$ cat src/rtl/encrypt_rotor_sched.sv
// Front-end controller for the encrypt shift pipeline: latches configuration, steps three
// odometer-style rotors and issues one byte per cycle under a credit limit sized to pipe depth.
module encrypt_rotor_sched #(
  parameter int CREDITS = 4
) (
  input  logic       clk,
  input  logic       rst,
  input  logic       cfg_load,
  input  logic [7:0] cfg_k1,
  input  logic [7:0] cfg_k2,
  input  logic [7:0] cfg_k3,
  input  logic [2:0] cfg_rot_freq,
  input  logic       cfg_shift_en,
  input  logic       cfg_mode,
  input  logic       in_valid,
  input  logic [7:0] in_data,
  output logic       in_ready,
  input  logic       ret_credit,
  output logic       pipe_en,
  output logic [7:0] pipe_din,
  output logic [7:0] pipe_k1,
  output logic [7:0] pipe_k2,
  output logic [7:0] pipe_k3,
  output logic [2:0] pipe_rot_freq,
  output logic       pipe_shift_en,
  output logic [3:0] pipe_shift_amt,
  output logic       pipe_mode,
  output logic       busy,
  output logic       credit_err,
  output logic [1:0] dbg_state
);
  localparam int CW = $clog2(CREDITS + 1);
  localparam logic [CW-1:0] CRED_FULL = CW'(CREDITS);

  // Handshake: a byte transfers on a rising edge where in_valid && in_ready; in_ready
  // depends only on registered state and credits, and in_valid must hold until accepted.
  typedef enum logic [1:0] {UNCFG = 2'd0, RUN = 2'd1, DRAIN = 2'd2} state_t;

  state_t          state, state_nxt;
  logic [CW-1:0]   credits;
  logic [7:0]      r1, r2, r3;
  logic [2:0]      step_cnt;
  logic [2:0]      act_rf;
  logic            act_se, act_mode;
  logic [7:0]      pend_k1, pend_k2, pend_k3;
  logic [2:0]      pend_rf;
  logic            pend_se, pend_mode;

  logic            accept, credits_full, apply_cfg, is_alpha;
  logic [7:0]      red_k1, red_k2, red_k3;
  logic [7:0]      src_k1, src_k2, src_k3;
  logic [2:0]      src_rf;
  logic            src_se, src_mode;
  logic [6:0]      rot_sum;

  function automatic logic [7:0] mod26(input logic [7:0] v);
    return v % 8'd26;
  endfunction

  assign red_k1       = mod26(cfg_k1);
  assign red_k2       = mod26(cfg_k2);
  assign red_k3       = mod26(cfg_k3);
  assign credits_full = (credits == CRED_FULL);
  assign in_ready     = (state == RUN) && (credits != '0);
  assign accept       = in_valid && in_ready;
  assign busy         = (state != RUN) || !credits_full;
  assign dbg_state    = state;
  assign is_alpha     = ((in_data >= 8'd65) && (in_data <= 8'd90)) ||
                        ((in_data >= 8'd97) && (in_data <= 8'd122));
  assign rot_sum      = 7'(r1) + 7'(r2) + 7'(r3);

  // A cfg_load arriving in the same cycle the drain completes is the newest, so it wins.
  assign src_k1   = cfg_load ? red_k1 : pend_k1;
  assign src_k2   = cfg_load ? red_k2 : pend_k2;
  assign src_k3   = cfg_load ? red_k3 : pend_k3;
  assign src_rf   = cfg_load ? cfg_rot_freq : pend_rf;
  assign src_se   = cfg_load ? cfg_shift_en : pend_se;
  assign src_mode = cfg_load ? cfg_mode : pend_mode;
  assign apply_cfg = ((state == UNCFG) && cfg_load) || ((state == DRAIN) && credits_full);

  always_ff @(posedge clk or negedge rst) begin
    if (!rst) state <= UNCFG;
    else      state <= state_nxt;
  end

  always_comb begin
    state_nxt = state;
    case (state)
      UNCFG:   if (cfg_load)     state_nxt = RUN;
      RUN:     if (cfg_load)     state_nxt = DRAIN;
      DRAIN:   if (credits_full) state_nxt = RUN;
      default:                   state_nxt = UNCFG;
    endcase
  end

  always_ff @(posedge clk or negedge rst) begin
    if (!rst) begin
      credits    <= CRED_FULL;
      credit_err <= 1'b0;
    end else begin
      case ({accept, ret_credit})
        2'b10: credits <= credits - CW'(1);
        2'b01: begin
          if (credits_full) credit_err <= 1'b1;
          else              credits    <= credits + CW'(1);
        end
        default: ;
      endcase
    end
  end

  always_ff @(posedge clk or negedge rst) begin
    if (!rst) begin
      pend_k1   <= '0;
      pend_k2   <= '0;
      pend_k3   <= '0;
      pend_rf   <= '0;
      pend_se   <= 1'b0;
      pend_mode <= 1'b0;
    end else if (cfg_load) begin
      pend_k1   <= red_k1;
      pend_k2   <= red_k2;
      pend_k3   <= red_k3;
      pend_rf   <= cfg_rot_freq;
      pend_se   <= cfg_shift_en;
      pend_mode <= cfg_mode;
    end
  end

  // Rotors and step counter; accepts never coincide with apply_cfg (in_ready is low then).
  always_ff @(posedge clk or negedge rst) begin
    if (!rst) begin
      r1       <= '0;
      r2       <= '0;
      r3       <= '0;
      step_cnt <= '0;
      act_rf   <= '0;
      act_se   <= 1'b0;
      act_mode <= 1'b0;
    end else if (apply_cfg) begin
      r1       <= src_k1;
      r2       <= src_k2;
      r3       <= src_k3;
      step_cnt <= '0;
      act_rf   <= src_rf;
      act_se   <= src_se;
      act_mode <= src_mode;
    end else if (accept && act_se && is_alpha) begin
      if (step_cnt == act_rf) begin
        step_cnt <= '0;
        if (r1 == 8'd25) begin
          r1 <= '0;
          if (r2 == 8'd25) begin
            r2 <= '0;
            r3 <= (r3 == 8'd25) ? 8'd0 : r3 + 8'd1;
          end else begin
            r2 <= r2 + 8'd1;
          end
        end else begin
          r1 <= r1 + 8'd1;
        end
      end else begin
        step_cnt <= step_cnt + 3'd1;
      end
    end
  end

  always_ff @(posedge clk or negedge rst) begin
    if (!rst) begin
      pipe_en        <= 1'b0;
      pipe_din       <= '0;
      pipe_k1        <= '0;
      pipe_k2        <= '0;
      pipe_k3        <= '0;
      pipe_rot_freq  <= '0;
      pipe_shift_en  <= 1'b0;
      pipe_shift_amt <= '0;
      pipe_mode      <= 1'b0;
    end else begin
      pipe_en <= accept;
      if (accept) begin
        pipe_din       <= in_data;
        pipe_k1        <= r1;
        pipe_k2        <= r2;
        pipe_k3        <= r3;
        pipe_rot_freq  <= act_rf;
        pipe_shift_en  <= act_se;
        pipe_shift_amt <= rot_sum[3:0];
        pipe_mode      <= act_mode;
      end
    end
  end
endmodule

$ cat config.mk
export PLATFORM = sky130hd
export DESIGN_NAME = encrypt_rotor_sched
export DESIGN_NICKNAME = d
export VERILOG_FILES = /design/src/rtl/encrypt_rotor_sched.sv
export SDC_FILE = /design/constraint.sdc
export NUM_CORES = 1
export LEC_CHECK = 0
export BUFFER_PORTS_ARGS = -buffer_cell sky130_fd_sc_hd__buf_4
export CORE_ASPECT_RATIO = 0.75
export CORE_MARGIN = 2
export CORE_UTILIZATION = 58
export DETAILED_ROUTE_END_ITERATION = 8
export GPL_TIMING_DRIVEN = 0
export PLACE_DENSITY_LB_ADDON = 0.05
export SLEW_MARGIN = 10
export SYNTH_ARGS = -nofsm -noshare
export SYNTH_HDL_FRONTEND = slang
export SYNTH_SLANG_ARGS = --single-unit
$ cat constraint.sdc
create_clock -name clk -period 2.6 [get_ports clk]
set_input_delay 0.13 -clock clk [delete_from_list [all_inputs] [get_ports clk]]
set_output_delay 0.13 -clock clk [all_outputs]
set_load 0.01 [all_outputs]
==> flow_summary_export.csv <==
group,metric,value,unit
die,core_area,0.01217,mm2
detailed_routing,routed_wl,19440,um
sta,fin_crit_sh,98.57,%
detailed_routing,first_pass_iters,5,
clock_tree,worstSkewPairLatency,360,ps
placement,portBuffers,80,
final_layout,fin_area,0.008468,mm2
final_layout,fin_nets,972,
final_layout,final_util,69.56,%
sta,fmaxAchievable,390.2,MHz
critical_path,cp_max_fo,6,
detailed_routing,drtIter0Drc,520,
sta,finalHoldViolCount,0,
power_and_ir_drop,leakage,0.003664,uW
critical_path,r2r_slack,40,ps
min_path,min_to,"pipe_din[6]",
final_layout,layout_commonest_cell,"dfrtp_1",
detailed_routing,antenna_left,0,
power_and_ir_drop,sequentialPowerShare,36.4,%
power_and_ir_drop,pwr-share-comb,44.9,%
clock_tree,cts.path.max_buffers,2,
logic_synthesis,synthArstFlopShare,100.0,%
global_route,antenna_found_initial,0,
power_and_ir_drop,p_clk_share,18.7,%
sta,finalCriticalPeriod,2563,ps
clock_tree,cts_made_buffers,9,
min_path,min_from,"in_data[6]",
power_and_ir_drop,intPower,4647,uW
sta,grt_setup_unrepaired,"true",
clock_tree,cts.htree.levels,3,
logic_synthesis,synth-edff-count,0,
die,initial_core_util,59.04,%
logic_synthesis,synthDistinctLibCells,75,
sta,tns,0,ps
power_and_ir_drop,p_sw_share,40.10,%
final_layout,diodes,0,
power_and_ir_drop,vdd_drop_max,0.0005242,V
critical_path,cp.arrival,2810,ps
critical_path,worstPathRequired,2850,ps
flow_run,max_cap_viol_count,0,
critical_path,crit_path_start_kind,"flip-flop",
critical_path,cp-end-kind,"flip-flop",
global_route,grt_pass1_vias,6223,
power_and_ir_drop,p_switching,3111,uW
detailed_routing,viasPerCell,6.277,
placement,postPlaceCellArea,0.008000,mm2
final_layout,seq_area,0.002730,mm2
sta,setup_viol,0,
logic_synthesis,synthFlopType,"dfrtp_1",
logic_synthesis,synth_seq_cells,109,
clock_tree,clock_sinks,109,
final_layout,final_cell_mix,"dfrtp_1, buf_4, nand2_1, o21ai_0",
min_path,hp-class,"input pin to flip-flop",
placement,gp_congestion,0.9236,
sta,slew_violations,0,
die,die_w,132.5,um
critical_path,r2r_end,"r3[4]",
final_layout,finalNonFillerCells,1088,
placement,dpl.hpwl,14090,um
logic_synthesis,syn_area_per_cell,8.766,um2
logic_synthesis,synth_top_area_share,37.60,%
power_and_ir_drop,p_total,7759,uW
logic_synthesis,yosysWarnings,0,
die,ios,89,
logic_synthesis,synth_nets,875,
outcome,status,"complete, no violations",
detailed_routing,wire_per_inst,17.87,um
clock_tree,clk_pin_slew,80,ps
critical_path,reg2reg_depth,9,
die,rows,35,
final_layout,fill_cells,986,
clock_tree,tritoncts,"yes",
logic_synthesis,ys_seq_area_share,37.96,%
sta,slew_headroom,35.74,%
critical_path,crit-reg2reg-launch,"dbg_state[1]",
power_and_ir_drop,power.density,916.2,mW/mm2
final_layout,layout-drive-gt1-share,21.26,%
logic_synthesis,synthTopCellsByArea,"dfrtp_1, mux2_2, o21ai_0",
placement,dp.cells,1066,
critical_path,crit_type,"flip-flop to flip-flop",
logic_synthesis,postSynthCellCount,820,
final_layout,syn_to_final_growth,17.81,%
clock_tree,cts_root_buffer,"clkbuf_16",
global_route,grt_first_pass_wirelength,31180,um
die,die_area,0.01331,mm2
global_route,grt_usage,28.91,%
die,dieHeight,100.4,um
min_path,hold_depth,2,
detailed_routing,dr_total_vias,6829,
global_route,grt_max_degree,110,
global_route,grt-ovfl-total,0,
final_layout,multi_input_area,0.004170,mm2
logic_synthesis,synth_area,0.007188,mm2
logic_synthesis,yosysTopAreaCell,"dfrtp_1",
sta,worst_clock_skew,9.058,ps
detailed_routing,drcViolationCount,0,
sta,tightest_slew,963.9,ps
-- worst max-delay path by stage --
| stage | start | end | slack (ps) | cells past startpoint |
|---|---|---|---|---|
| after floorplan | dbg_state[1] | r3[2] | 160 | 8 |
| after global placement | dbg_state[1] | r2[1] | -420 | 7 |
| after detailed placement | dbg_state[1] | r2[1] | -560 | 7 |
| after CTS | dbg_state[0] | r2[1] | -80 | 7 |
| after global routing | dbg_state[1] | r3[4] | -50 | 9 |
| final | dbg_state[1] | r3[4] | 40 | 9 |
-- power by group through the flow --
stage | sequential [uW] | clock [uW] | combinational [uW]
floorplan | 2790 | 0 | 2040
global placement | 2770 | 0 | 3240
detailed placement | 2810 | 0 | 3330
CTS | 2770 | 1470 | 3400
global route | 2900 | 1530 | 3840
finish | 2820 | 1450 | 3490
-- what timing repair did --
action / in CTS / in global routing
gates cloned: 0 / 0
hold endpoints to repair: 109 / 0
buffers inserted: 3 / 4
pin swaps: 1 / 9
setup endpoints to repair: 14 / 43
gates resized for setup: 5 / 22
hold buffers: 2 / 0
-- kinds of logic (layout without fill, tap and decap cells) --
logic type	after synthesis	count (layout)	synth area share, %
fa+ha+maj	15	15	3.064
xor+xnor	16	16	1.950
buf+inv	93	195	5.135
mux	47	47	7.241
flops	109	109	37.96
compound gates	251	251	23.29
simple gates	289	289	21.36
-- critical path, stage by stage, from the launching register on --
cell,delay [ps]
dfrtp_1,400
and2b_2,280
o311ai_4,130
or3_1,390
buf_6,140
o31a_1,390
buf_4,180
o21bai_1,150
a21oi_1,150
a21bo_2,230
-- final cells by class --
cell class / instances / area share, %
Multi-Input combinational cell: 618 / 49.25
Sequential cell: 109 / 32.24
Timing Repair Buffer: 89 / 7.993
Buffer: 62 / 3.132
Clock buffer: 9 / 2.660
Tap cell: 166 / 2.453
Inverter: 28 / 1.241
Clock inverter: 7 / 1.034
-- Yosys cell counts (4+ instances only) --
master    instances
a211oi_1         11
a21o_1            5
a21oi_1          42
a221oi_1          6
a22oi_1           5
a31o_2            5
a31oi_1          14
a41oi_1           4
and2_1            6
and3_1           13
buf_1             7
buf_2            16
clkbuf_1         42
dfrtp_1         108
fa_1              5
ha_1              8
inv_1            28
mux2_2           40
mux2i_1           7
nand2_1          78
nand2b_1         13
nand3_1          21
nand3b_1          5
nor2_1           42
nor2b_1          29
nor3_1           19
nor3b_1          14
nor4_1            7
o211a_1           5
o211ai_1         10
o21a_1            6
o21ai_0          71
o22ai_1           9
o31ai_1           8
o41ai_1           4
or2_2             9
or3_1            10
xnor2_1          14
-- metal layers --
layer  track usage, %  routed length (um)
met1            43.10                9197
met2            44.40                8678
met3            4.798                1370
met5                0                   0
met4            6.865                 192
-- per-stage QoR --
step                      hold WS (ps)  setup slack, ps
after floorplan                 -165.6            162.9
after global placement           327.7           -421.2
after detailed placement         331.0           -558.9
after CTS                        8.213           -77.32
after global routing             7.853           -52.49
final                            15.95            37.25
-- sequential cells by signal (all words and copies together), names as in the netlist, 2 cells and up --
register	cells
pend_k1	8
pipe_k1	8
r2	8
dbg_state	2
pipe_rot_freq	3
pend_k3	8
r3	8
act_rf	3
pend_k2	8
step_cnt	3
pipe_shift_amt	4
pend_rf	3
r1	8
pipe_k2	8
credits	3
pipe_k3	8
pipe_din	8
Power figures use the tool's default switching activity.
